===== src/rtl/nios_system_pio_ext.sv =====
// Avalon-MM parallel I/O slave: output register with atomic set/clear, synchronised
// input port with per-bit edge capture, and a maskable level interrupt.
module nios_system_pio_ext #(
    parameter int unsigned DATA_WIDTH  = 8,
    parameter logic [31:0] RESET_VALUE = 32'h0,
    parameter int unsigned EDGE_TYPE   = 0
) (
    input  logic                  clk,
    input  logic                  reset_n,
    input  logic [2:0]            address,
    input  logic                  chipselect,
    input  logic                  write_n,
    input  logic [31:0]           writedata,
    output logic [31:0]           readdata,
    input  logic [DATA_WIDTH-1:0] in_port,
    output logic [DATA_WIDTH-1:0] out_port,
    output logic                  irq
);

    localparam logic [DATA_WIDTH-1:0] RST_DATA = RESET_VALUE[DATA_WIDTH-1:0];

    logic [DATA_WIDTH-1:0] dataOut_q, dataOut_d;
    logic [DATA_WIDTH-1:0] irqMask_q, irqMask_d;
    logic [DATA_WIDTH-1:0] edgeCap_q, edgeCap_d;
    logic [DATA_WIDTH-1:0] sync1_q, inSync_q, inPrev_q;
    logic [1:0]            armCnt_q, armCnt_d;

    logic                  wrEn;
    logic                  armed;
    logic [DATA_WIDTH-1:0] wrData;
    logic [DATA_WIDTH-1:0] w1c;
    logic [DATA_WIDTH-1:0] rise, fall, edgeDet;
    logic [DATA_WIDTH-1:0] rdField;

    if (DATA_WIDTH < 32) begin : gUnusedHi
        logic unusedHi;
        assign unusedHi = ^writedata[31:DATA_WIDTH];
    end

    always_comb begin
        wrEn      = chipselect & ~write_n;
        wrData    = writedata[DATA_WIDTH-1:0];
        dataOut_d = dataOut_q;
        irqMask_d = irqMask_q;
        w1c       = '0;
        if (wrEn) begin
            case (address)
                3'd0, 3'd1: dataOut_d = wrData;
                3'd2:       irqMask_d = wrData;
                3'd3:       w1c       = wrData;
                3'd4:       dataOut_d = dataOut_q | wrData;
                3'd5:       dataOut_d = dataOut_q & ~wrData;
                default:    ;
            endcase
        end
    end

    // Edges are ignored until the arm counter saturates, so inputs already high
    // at reset release do not produce a spurious capture.
    always_comb begin
        rise  = inSync_q & ~inPrev_q;
        fall  = ~inSync_q & inPrev_q;
        armed = (armCnt_q == 2'd3);
        if (EDGE_TYPE == 0) begin
            edgeDet = rise;
        end else if (EDGE_TYPE == 1) begin
            edgeDet = fall;
        end else begin
            edgeDet = rise | fall;
        end
        edgeCap_d = (edgeCap_q & ~w1c) | (edgeDet & {DATA_WIDTH{armed}});
        armCnt_d  = armed ? armCnt_q : armCnt_q + 2'd1;
    end

    always_ff @(posedge clk or negedge reset_n) begin
        if (!reset_n) begin
            dataOut_q <= RST_DATA;
            irqMask_q <= '0;
            edgeCap_q <= '0;
            sync1_q   <= '0;
            inSync_q  <= '0;
            inPrev_q  <= '0;
            armCnt_q  <= 2'd0;
        end else begin
            dataOut_q <= dataOut_d;
            irqMask_q <= irqMask_d;
            edgeCap_q <= edgeCap_d;
            sync1_q   <= in_port;
            inSync_q  <= sync1_q;
            inPrev_q  <= inSync_q;
            armCnt_q  <= armCnt_d;
        end
    end

    always_comb begin
        case (address)
            3'd0:    rdField = inSync_q;
            3'd1:    rdField = dataOut_q;
            3'd2:    rdField = irqMask_q;
            3'd3:    rdField = edgeCap_q;
            default: rdField = '0;
        endcase
        readdata                   = '0;
        readdata[DATA_WIDTH-1:0]   = rdField;
    end

    assign out_port = dataOut_q;
    assign irq      = |(edgeCap_q & irqMask_q);

endmodule

===== config.mk =====
export PLATFORM = sky130hd
export DESIGN_NAME = nios_system_pio_ext
export DESIGN_NICKNAME = d
export VERILOG_FILES = /design/src/rtl/nios_system_pio_ext.sv
export SDC_FILE = /design/constraint.sdc
export NUM_CORES = 1
export LEC_CHECK = 0
export ABC_CLOCK_PERIOD_IN_PS = 1500
export BUFFER_PORTS_ARGS = -buffer_cell sky130_fd_sc_hd__buf_2
export CAP_MARGIN = 5
export CORE_UTILIZATION = 30
export CTS_CLUSTER_SIZE = 24
export DETAILED_ROUTE_END_ITERATION = 10
export PLACE_DENSITY_LB_ADDON = 0.12
export SLEW_MARGIN = 20
export SYNTH_ARGS = -nofsm -noshare
export SYNTH_HDL_FRONTEND = slang
export SYNTH_SLANG_ARGS = --single-unit

===== constraint.sdc =====
create_clock -name clk -period 1.5 [get_ports clk]
set_clock_uncertainty 0.05 [all_clocks]
set_input_delay 0.15 -clock clk [delete_from_list [all_inputs] [get_ports clk]]
set_output_delay 0.15 -clock clk [all_outputs]
set_load 0.05 [all_outputs]

==> summary.md <==
| Metric | Value |
|---|---|
| CP Class | `flip-flop to output port` |
| Fin. Hold Viols | `0` |
| Clock sink count | `50` |
| Power per Cell Area | `1083 mW/mm²` |
| Synth Instances | `between 150 and 200` |
| Final Power | `3.294 mW` |
| Dpl hpwl | `3.512 mm` |
| Peak Freq | `about 600 MHz` |
| Dominant cell by count in the synthesized netlist | `dfrtp_1` |
| Critical Path Source | `inSync_q[4]` |
| Area leader, netlist | `dfrtp_1` |
| Most used DFF post-synth | `dfrtp_1` |
| Slew Viols, Final | `0` |
| Cell variety after synth | `26` |
| CTS tree | `yes` |
| Post-synth top area share | `between 50% and 60%` |
| Chip Height | `88.55 µm` |
| CTS root buffer | `clkbuf_8` |
| Top cells by area, synth | `dfrtp_1 56%, buf_4 8.4%, mux4_2 8.0%` |
| Port Buffers | `39` |
| Max_cap viols | `0` |
| Crit Path Max Fanout | `3` |
| Die W | `88.55 µm` |
| Critical path buffer and inverter count | `1` |
| Drt total wl | `4.932 mm` |
| Share of post-route cells with drive strength above 1 | `44.27%` |
| Ys async rst share | `between 90% and 100%` |
| Yosys warning count | `0` |
| Clk pwr share | `24.5%` |
| Clock buffer depth | `2` |
| Worst-path cell chain | `mux4_2 > nor2b_4 > buf_6` |
| Grt ovf | `0` |
| CP Depth | `3` |
| IO Pins | `88` |
| Sw Pwr | `1.054 mW` |
| Number of vias after detailed routing | `1,577` |
| Placer Congestion | `0.7111` |
| Core Rows | `31` |
| Static Leakage | `1.389 nW` |
| P&R area growth vs syn | `35.36%` |
| Vias in the first global route | `1,522` |
| Synth cell count leaders | `50 x dfrtp_1, 25 x buf_4, 16 x nand2_1` |
| Initial Util | `30.98%` |
| Post-route ant nets | `0` |
| Per-cell routed wire length | `13.66 µm` |
| Worst Setup Start Kind | `flip-flop` |
| Run status | `complete, but fails checks` |
| Utilization after layout | `41.94%` |
| Drt drc | `0` |
| Fillcell total | `720` |
| R2R depth | `2` |
| First-pass GRT wire length | `7.831 mm` |
| Clock-pin slew of the registers on the worst-case setup and hold paths | `90 ps` |
| Total Routing Usage GR | `between 10% and 20%` |
| Post-route clock period utilization | `111.4%` |
| Synthesized area | `0.002247 mm²` |
| Final setup viols | `9` |
| Part of the power in registers | `46.5%` |
| Die area | `0.007840 mm²` |
| Failing checks | `negative setup slack` |
| Min Clock Period, post-route | `approximately 1700 ps` |
| CP delay by family, top | `multiplexers` |
| EDFF count, synth | `0` |
| Initial DRC count | `between 40 and 50` |
| Number of buffers created by CTS | `5` |
| Arrival time at the worst endpoint | `1470 ps` |
| CP Data Required Time | `~1300 ps` |
| Seq/Total Area, Yosys | `55.68%` |
| H-Tree Depth | `2` |
| Clock latency on the worst-skew pair | `approximately 300 ps` |
| Final critical-path setup slack | `-171.3 ps` |
| Core ar. | `0.007253 mm²` |
| Net Sw Frac | `31.99%` |
| # nets final | `around 300` |
| Largest net degree at the start of global routing | `19` |
| Synthesis-stage register bit count | `50` |
| RSZ-0062 raised after global routing | `yes` |
| Logic pwr share | `28.9%` |
| Int Pwr | `roughly 2.2 mW` |
| Crit path to | `readdata[4]` |
| Drt pass-1 iters | `4` |
| Vias per inst | `roughly 4.4` |
| Delay of the slowest critical-path stage | `470 ps` |
| Maximum VDD drop | `0.0005335 V` |
| Initial antenna violation count | `0` |
| Post-route setup TNS | `-1256 ps` |
| Slowest cell on the critical path | `mux4_2` |
| Ant. Diodes | `0` |
| Worst r2r dst | `armCnt_q[1]` |
| R2R Path Start | `armCnt_q[0]` |
| Worst min-delay path class | `primary input to flip-flop` |
| CP Capture Type | `output port` |
| Reg-to-reg slack, setup | `roughly 230 ps` |
| Synth Area per Inst | `12.62 µm²` |
==> registers in the layout, summed over array words and instances (netlist names) <==
register and cells:
inPrev_q 8, inSync_q 8, edgeCap_q 8, out_port 8, armCnt_q 2, sync1_q 8, irqMask_q 8
==> worst min-delay path by stage <==
stage	cells after the start	slack (ps)	from	to
3_3_place_gp	1	90	reset_n	inPrev_q[5]
2_1_floorplan	0	-200	reset_n	armCnt_q[0]
6_report	2	20	writedata[3]	out_port[3]
4_1_cts	2	3	writedata[3]	out_port[3]
5_1_grt	2	20	writedata[3]	out_port[3]
3_5_place_dp	1	90	reset_n	inSync_q[5]
==> cells by family after synthesis <==
| logic type | after synthesis | share of synthesized area (%) |
|---|---|---|
| DFF | 50 | 55.68 |
| adders and majority gates | 1 | 0.5567 |
| xor gates and xnor gates | 1 | 0.3898 |
| other | 1 | 0.1669 |
| muxes | 17 | 12.53 |
| AOI/OAI and AO/OA | 34 | 8.575 |
| buffers and inverters | 31 | 10.41 |
| and+or+nand+nor | 43 | 11.69 |
==> final cells by class <==
| type | count | area (µm²) | share of cell area [%] |
|---|---|---|---|
| Sequential cell | 50 | 1251 | 41.14 |
| Multi-Input combinational cell | 120 | 930.9 | 30.60 |
| Timing Repair Buffer | 84 | 644.4 | 21.18 |
| Tap cell | 99 | 123.9 | 4.072 |
| Clock buffer | 7 | 86.33 | 2.838 |
| Clock inverter | 1 | 5.005 | 0.1645 |
==> cell usage in the layout, fill, tap and decap left out <==
cell,Yosys,routed
a211oi_1,5,5
a21oi_1,11,11
a22oi_2,0,4
and3_2,1,1
buf_12,0,2
buf_2,1,30
buf_4,25,32
buf_6,3,11
clkbuf_1,2,1
clkbuf_8,0,6
clkinv_2,0,1
conb_1,1,24
dfrtp_1,50,50
dlygate4sd3_1,0,9
ha_2,0,1
mux2_2,9,9
mux4_2,8,8
nand2_1,16,16
nand3_1,2,2
nand3b_1,5,5
nand4_1,1,1
nand4b_1,1,1
nand4bb_1,1,1
nor2_1,5,5
nor2_8,1,1
nor2b_4,0,8
nor3b_4,1,1
o21ai_0,14,14
or4b_4,1,1
xnor2_1,1,1
==> stage by stage <==
step	area, µm²	worst slack, ps	cells	hold WS [ps]
2_1_floorplan	2394	22.56	201	-195.6
3_3_place_gp	2616	-2.688	323	87.64
3_5_place_dp	2616	-0.3331	323	85.43
4_1_cts	2990	-185.7	355	2.710
5_1_grt	3042	-223.0	361	17.97
6_report	3042	-171.3	361	18.22
==> layer usage <==
layer,wire [µm],vias up,part of all wire (%),GRT usage (%)
met5,0,-,0,0
met2,2205,48,45,20.84
met4,71,0,1.4,5.718
met1,2458,780,50,19.82
met3,197,5,4.0,2.519
li1,-,744,-,-
==> power by group through the flow <==
stage / clock network (mW) / registers (mW) / logic [mW]
global placement: 0 / 1.57 / 0.779
CTS: 0.846 / 1.54 / 0.910
floorplan: 0 / 1.65 / 0.530
detailed placement: 0 / 1.57 / 0.784
finish: 0.808 / 1.53 / 0.954
global route: 0.898 / 1.55 / 1.02
==> timing repair <==
item                                    in CTS  in global routing
endpoints found under the hold margin       24                  0
resized for setup                           23                  2
endpoints found under the setup margin       9                 10
hold buffers                                 9                  0
buffers inserted                            15                  6
pin swaps                                    1                  4
Power figures use the tool's default switching activity.
